==> src/rtl/ex_muldiv_unit.sv <==
// Execute-stage multi-cycle helper: restoring DIV/DIVU and two-cycle MADD/MSUB family on HI/LO.
// Holds the pipeline through stallreq until the result is presented with ready.
//
// state    | meaning
// IDLE     | waiting for a multi-cycle op from EX
// DIV_ZERO | divisor was zero, quotient and remainder forced to 0
// DIV_ON   | one restoring step per cycle, DATA_W cycles in total
// DIV_END  | sign-corrected quotient/remainder presented, ready=1
// MAC_END  | HI/LO +/- registered product presented, ready=1
module ex_muldiv_unit #(
  parameter int DATA_W = 32,
  parameter int CNT_W  = 6
) (
  input  logic              clk,
  input  logic              rst,
  input  logic              start,
  input  logic [2:0]        op,
  input  logic [DATA_W-1:0] opa,
  input  logic [DATA_W-1:0] opb,
  input  logic [DATA_W-1:0] hi_i,
  input  logic [DATA_W-1:0] lo_i,
  input  logic              annul,
  output logic [DATA_W-1:0] result_hi,
  output logic [DATA_W-1:0] result_lo,
  output logic              ready,
  output logic              stallreq
);

  localparam logic [2:0] OP_DIV   = 3'd1;
  localparam logic [2:0] OP_DIVU  = 3'd2;
  localparam logic [2:0] OP_MADD  = 3'd3;
  localparam logic [2:0] OP_MADDU = 3'd4;
  localparam logic [2:0] OP_MSUB  = 3'd5;
  localparam logic [2:0] OP_MSUBU = 3'd6;

  typedef enum logic [2:0] {
    IDLE,
    DIV_ZERO,
    DIV_ON,
    DIV_END,
    MAC_END
  } state_t;

  state_t state, state_next;

  logic [CNT_W-1:0]    cnt;
  logic [DATA_W-1:0]   rem;
  logic [DATA_W-1:0]   dq;
  logic [DATA_W-1:0]   dvs;
  logic                neg_q;
  logic                neg_r;
  logic [2*DATA_W-1:0] prod;
  logic                mac_sub;

  logic                is_div;
  logic                is_mac;
  logic                op_signed;
  logic                accept;
  logic [DATA_W-1:0]   abs_a;
  logic [DATA_W-1:0]   abs_b;
  logic [2*DATA_W-1:0] mul_a;
  logic [2*DATA_W-1:0] mul_b;
  logic [DATA_W:0]     step_ext;
  logic [DATA_W+1:0]   step_diff;
  logic                step_ok;
  logic                last_step;
  logic [DATA_W-1:0]   q_fix;
  logic [DATA_W-1:0]   r_fix;
  logic [2*DATA_W-1:0] mac_sum;

  always_comb begin
    is_div    = (op == OP_DIV) || (op == OP_DIVU);
    is_mac    = (op == OP_MADD) || (op == OP_MADDU) || (op == OP_MSUB) || (op == OP_MSUBU);
    op_signed = (op == OP_DIV) || (op == OP_MADD) || (op == OP_MSUB);
    accept    = (state == IDLE) && start && (is_div || is_mac);

    abs_a = (op_signed && opa[DATA_W-1]) ? (~opa + 1'b1) : opa;
    abs_b = (op_signed && opb[DATA_W-1]) ? (~opb + 1'b1) : opb;

    // Sign- or zero-extend to full product width; the low 2*DATA_W bits are exact either way.
    mul_a = {{DATA_W{op_signed & opa[DATA_W-1]}}, opa};
    mul_b = {{DATA_W{op_signed & opb[DATA_W-1]}}, opb};

    step_ext  = {rem, dq[DATA_W-1]};
    step_diff = {1'b0, step_ext} - {2'b00, dvs};
    step_ok   = ~step_diff[DATA_W+1];
    last_step = (cnt == CNT_W'(DATA_W-1));
  end

  always_comb begin
    state_next = state;
    stallreq   = 1'b0;
    if (annul) begin
      state_next = IDLE;
    end else begin
      stallreq = accept || (state == DIV_ON) || (state == DIV_ZERO);
      case (state)
        IDLE: begin
          if (accept) begin
            if (is_div) state_next = (opb == '0) ? DIV_ZERO : DIV_ON;
            else        state_next = MAC_END;
          end
        end
        DIV_ZERO: state_next = DIV_END;
        DIV_ON:   if (last_step) state_next = DIV_END;
        DIV_END:  state_next = IDLE;
        MAC_END:  state_next = IDLE;
        default:  state_next = IDLE;
      endcase
    end
  end

  always_ff @(posedge clk) begin
    if (rst) state <= IDLE;
    else     state <= state_next;
  end

  always_ff @(posedge clk) begin
    if (rst || annul) begin
      cnt     <= '0;
      rem     <= '0;
      dq      <= '0;
      dvs     <= '0;
      neg_q   <= 1'b0;
      neg_r   <= 1'b0;
      prod    <= '0;
      mac_sub <= 1'b0;
    end else begin
      case (state)
        IDLE: begin
          if (accept && is_div) begin
            dq    <= abs_a;
            dvs   <= abs_b;
            rem   <= '0;
            cnt   <= '0;
            neg_q <= op_signed && (opa[DATA_W-1] ^ opb[DATA_W-1]);
            neg_r <= op_signed && opa[DATA_W-1];
          end else if (accept && is_mac) begin
            prod    <= mul_a * mul_b;
            mac_sub <= (op == OP_MSUB) || (op == OP_MSUBU);
          end
        end
        DIV_ZERO: begin
          rem <= '0;
          dq  <= '0;
        end
        DIV_ON: begin
          // dq shifts the dividend out at the top and the quotient in at the bottom.
          if (step_ok) rem <= step_diff[DATA_W-1:0];
          else         rem <= step_ext[DATA_W-1:0];
          dq  <= {dq[DATA_W-2:0], step_ok};
          cnt <= cnt + CNT_W'(1);
        end
        default: ;
      endcase
    end
  end

  always_comb begin
    q_fix     = neg_q ? (~dq + 1'b1) : dq;
    r_fix     = neg_r ? (~rem + 1'b1) : rem;
    mac_sum   = mac_sub ? ({hi_i, lo_i} - prod) : ({hi_i, lo_i} + prod);
    ready     = 1'b0;
    result_hi = '0;
    result_lo = '0;
    case (state)
      DIV_END: begin
        ready     = 1'b1;
        result_hi = r_fix;
        result_lo = q_fix;
      end
      MAC_END: begin
        ready                  = 1'b1;
        {result_hi, result_lo} = mac_sum;
      end
      default: ;
    endcase
  end

endmodule

==> config.mk <==
export PLATFORM = sky130hd
export DESIGN_NAME = ex_muldiv_unit
export DESIGN_NICKNAME = d
export VERILOG_FILES = /design/src/rtl/ex_muldiv_unit.sv
export SDC_FILE = /design/constraint.sdc
export NUM_CORES = 2
export LEC_CHECK = 0
export ABC_CLOCK_PERIOD_IN_PS = 19500
export BUFFER_PORTS_ARGS = -buffer_cell sky130_fd_sc_hd__buf_2
export CAP_MARGIN = 0
export CORE_MARGIN = 4
export CORE_UTILIZATION = 49
export CTS_BUF_LIST = sky130_fd_sc_hd__clkbuf_2 sky130_fd_sc_hd__clkbuf_4 sky130_fd_sc_hd__clkbuf_8
export DETAILED_ROUTE_END_ITERATION = 6
export PLACE_DENSITY = 0.7
export SLEW_MARGIN = 30
export SYNTH_ARGS = -nofsm -noshare
export SYNTH_HDL_FRONTEND = slang
export SYNTH_SLANG_ARGS = --single-unit
==> constraint.sdc <==
create_clock -name clk -period 19.5 [get_ports clk]
set_input_delay 1.95 -clock clk [delete_from_list [all_inputs] [get_ports clk]]
set_output_delay 1.95 -clock clk [all_outputs]
set_load 0.01 [all_outputs]
==> insert_results.sql <==
INSERT INTO impl_metrics (metric_group, metric, value, unit) VALUES
('timing', 'min_period', '10.74', 'ns'),
('cts', 'cts.clk_slew.worst_paths', '0.11', 'ns'),
('critical_path', 'path_class', 'in -> reg', ''),
('cts', 'cts_post_setup_buffers_inserted', '0', ''),
('hold_path', 'hold_end', 'neg_r$_SDFFE_PP0P_', ''),
('floorplan', 'chipWidth', '339', 'µm'),
('critical_path', 'start_kind', 'input port', ''),
('yosys', 'postSynth.topFlopCell', 'sky130_fd_sc_hd__dfxtp_1', ''),
('floorplan', 'fp-row-count', '121', ''),
('routing', 'drt-vias-per-instance', '5.68', ''),
('critical_path', 'worst_r2r_path_depth', '14', ''),
('routing', 'vias', '43800', ''),
('floorplan', 'die_boundary_height', '339', 'µm'),
('routing', 'wl_cell', '21.1', 'µm'),
('global_route', 'grt_pass1_wl', '261', 'mm'),
('yosys', 'synth_nets', '7950', ''),
('place', 'portBuffers', '200', ''),
('yosys', 'synth_cells', '6374', ''),
('global_route', 'track_usage', '0.287', ''),
('timing', 'setup_tns', '0', 'ns'),
('global_route', 'antenna_found_initial', '9', ''),
('timing', 'min_period_over_period', '0.551', ''),
('critical_path', 'worst_path_arrival', '11.14', 'ns'),
('yosys', 'syn_area_per_cell', '8.43', 'µm²'),
('yosys', 'yosys_warns', '0', ''),
('yosys', 'synth_top_cells_by_area', 'sky130_fd_sc_hd__fa_1, sky130_fd_sc_hd__inv_1, sky130_fd_sc_hd__ha_1', ''),
('timing', 'unrepaired_setup_endpoints_after_global_routing', 'no', ''),
('cts', 'tritoncts_clock_tree', 'built', ''),
('hold_path', 'worst_hold_path.num_cells', '2', ''),
('yosys', 'synth-edff-count', '0', ''),
('timing', 'finClkSkew', '0.0223', 'ns'),
('yosys', 'post-synth-top-area-fraction', '0.420', ''),
('routing', 'drt_first_iter_violations', '3868', ''),
('finish', 'final_nets', '7848', ''),
('routing', 'remaining_drc_errors', '0', ''),
('hold_path', 'worst_hold_class', 'reg -> reg', ''),
('timing', 'final_number_of_setup_violating_endpoints', '0', ''),
('critical_path', 'critPathMaxStageDelay', '0.90', 'ns'),
('cts', 'cts-htree-levels', '4', ''),
('critical_path', 'critPathRequiredTime', '19.90', 'ns'),
('yosys', 'ys_top_cells_by_count', 'sky130_fd_sc_hd__inv_1, sky130_fd_sc_hd__fa_1, sky130_fd_sc_hd__nand2_1', ''),
('cts', 'worst_skew_pair.late_latency', '0.49', 'ns'),
('global_route', 'total_congestion_overflow_after_global_routing', '0', ''),
('critical_path', 'end_kind', 'flop', ''),
('yosys', 'synth-seq-cells', '172', ''),
('yosys', 'synth_cell_types', '90', ''),
('critical_path', 'worstReg2RegEnd', 'rem[30]$_SDFFE_PP0P_', ''),
('routing', 'wirelength', '163', 'mm'),
('critical_path', 'crit_top_cell', 'sky130_fd_sc_hd__fa_1', ''),
('yosys', 'synth_area', '0.0537', 'mm²'),
('global_route', 'maximum_number_of_pins_on_one_net_before_global_route_repair', '66', ''),
('yosys', 'synth_seq_area_share', '0.0641', ''),
('critical_path', 'worst-path-max-fanout', '33', ''),
('hold_path', 'holdCritStartpoint', 'neg_r$_SDFFE_PP0P_', ''),
('cts', 'cts.path.max_buffers', '2', ''),
('critical_path', 'cpMaxStageDelayCell', 'sky130_fd_sc_hd__fa_1', ''),
('cts', 'ctsRootBufferMaster', 'sky130_fd_sc_hd__clkbuf_8', ''),
('routing', 'drt_first_pass_iters', '6', ''),
('flow_run', 'drv_cap', '0', ''),
('timing', 'timing.fmax', '93.1', 'MHz'),
('cts', 'cts-buffers-inserted', '17', ''),
('floorplan', 'initial_utilization', '0.493', ''),
('critical_path', 'reg2reg_setup_slack', '15.63', 'ns'),
('cts', 'cts-hold-fix-buffers', '0', ''),
('finish', 'syn2layout_area_growth', '4.32', '%'),
('timing', 'final_hold_viol_count', '0', ''),
('status', 'run_status', 'finished, final reports clean', ''),
('critical_path', 'critical_path.reg2reg.startpoint', 'dq[31]$_SDFFE_PP0P_', ''),
('finish', 'drive_gt1_frac', '0.0576', ''),
('yosys', 'ys_async_sr_fraction', '0', ''),
('routing', 'detail-route-antenna-nets', '0', '');
==> worst max-delay path, delay by kind of cell <==
kind	cells	cell delay, ns
and+or+nand+nor	3	0.60
adders and majority gates	9	4.90
AOI/OAI and AO/OA	9	2.03
buffers and inverters	8	1.50
xor gates and xnor gates	1	0.11
==> how the worst max path moves through the flow <==
stage                                  to  slack, ns  start  cells after the start
floorplan           prod[62]$_SDFFE_PP0P_       9.19  op[0]                     31
global placement    prod[62]$_SDFFE_PP0P_       8.44  op[0]                     30
detailed placement  prod[62]$_SDFFE_PP0P_       8.28  op[0]                     30
CTS                 prod[62]$_SDFFE_PP0P_       8.80  op[0]                     30
global route        prod[62]$_SDFFE_PP0P_       8.33  op[0]                     30
finish              prod[62]$_SDFFE_PP0P_       8.76  op[0]                     30
==> stage by stage <==
stage	setup slack, ns	instances	hold WS (ns)	utilization	cell area [µm²]
finish	8.76	7708	0.466	0.515	56000
global route	8.33	7700	0.494	0.515	56000
CTS	8.80	7699	0.465	0.514	56000
detailed placement	8.28	7667	0.451	0.511	55600
global placement	8.44	7667	0.448	0.511	55600
floorplan	9.19	6374	0.432	-	53700
==> sequential cells by signal (all words and copies together), names as in the netlist <==
signal and count:
cnt 6, dq 32, dvs 32, mac_sub 1, neg_q 1, neg_r 1
prod 64, rem 32, state 3
==> layout make-up <==
class | instances | area [µm²]
clock buffer | 18 | 248
fill | 10200 | 52800
clock inverter | 14 | 154
inverter | 1219 | 4580
tap | 1414 | 1770
sequential | 172 | 3450
antenna | 9 | 22.5
timing repair buffer | 275 | 1580
multi-input combinational | 4587 | 44200
==> cell usage in the layout (no fill, tap or decap), types with 131 or more instances in the layout <==
| master | netlist | final |
|---|---|---|
| sky130_fd_sc_hd__inv_1 | 1219 | 1219 |
| sky130_fd_sc_hd__fa_1 | 1127 | 1127 |
| sky130_fd_sc_hd__nand2_1 | 1018 | 1016 |
| sky130_fd_sc_hd__ha_1 | 314 | 314 |
| sky130_fd_sc_hd__and2_1 | 295 | 295 |
| sky130_fd_sc_hd__nor2_1 | 260 | 257 |
| sky130_fd_sc_hd__a21oi_1 | 251 | 251 |
| sky130_fd_sc_hd__xnor2_1 | 208 | 208 |
| sky130_fd_sc_hd__buf_2 | 6 | 195 |
| sky130_fd_sc_hd__dfxtp_1 | 172 | 170 |
| sky130_fd_sc_hd__o21ai_0 | 144 | 144 |
| sky130_fd_sc_hd__xor2_1 | 131 | 131 |
==> per-layer routing <==
| metal | vias up | wire [µm] | part of all wire | track usage |
|---|---|---|---|---|
| met3 | 292 | 17300 | 0.11 | 0.0578 |
| met2 | 2172 | 70900 | 0.43 | 0.440 |
| met1 | 21800 | 69500 | 0.43 | 0.414 |
| li1 | 19400 | - | - | - |
| met5 | - | 88 | 0.00054 | 0.00542 |
| met4 | 6 | 5240 | 0.032 | 0.0817 |
==> logic make-up (layout without fill, tap and decap cells) <==
logic type                 after synthesis  after routing  synth area share
other                                    0              9                 0
and+or+nand+nor                       1898           1898             0.162
buffers and inverters                 1615           1526             0.113
muxes                                   29             29           0.00545
adders and majority gates             1441           1441             0.493
xor gates and xnor gates               340            340            0.0556
AOI/OAI and AO/OA                      879            879             0.107
DFF                                    172            172            0.0641
Power is left out: the tool's default activity adds up to more than one toggle a clock period on the data nets, which glitch-free logic cannot reach.
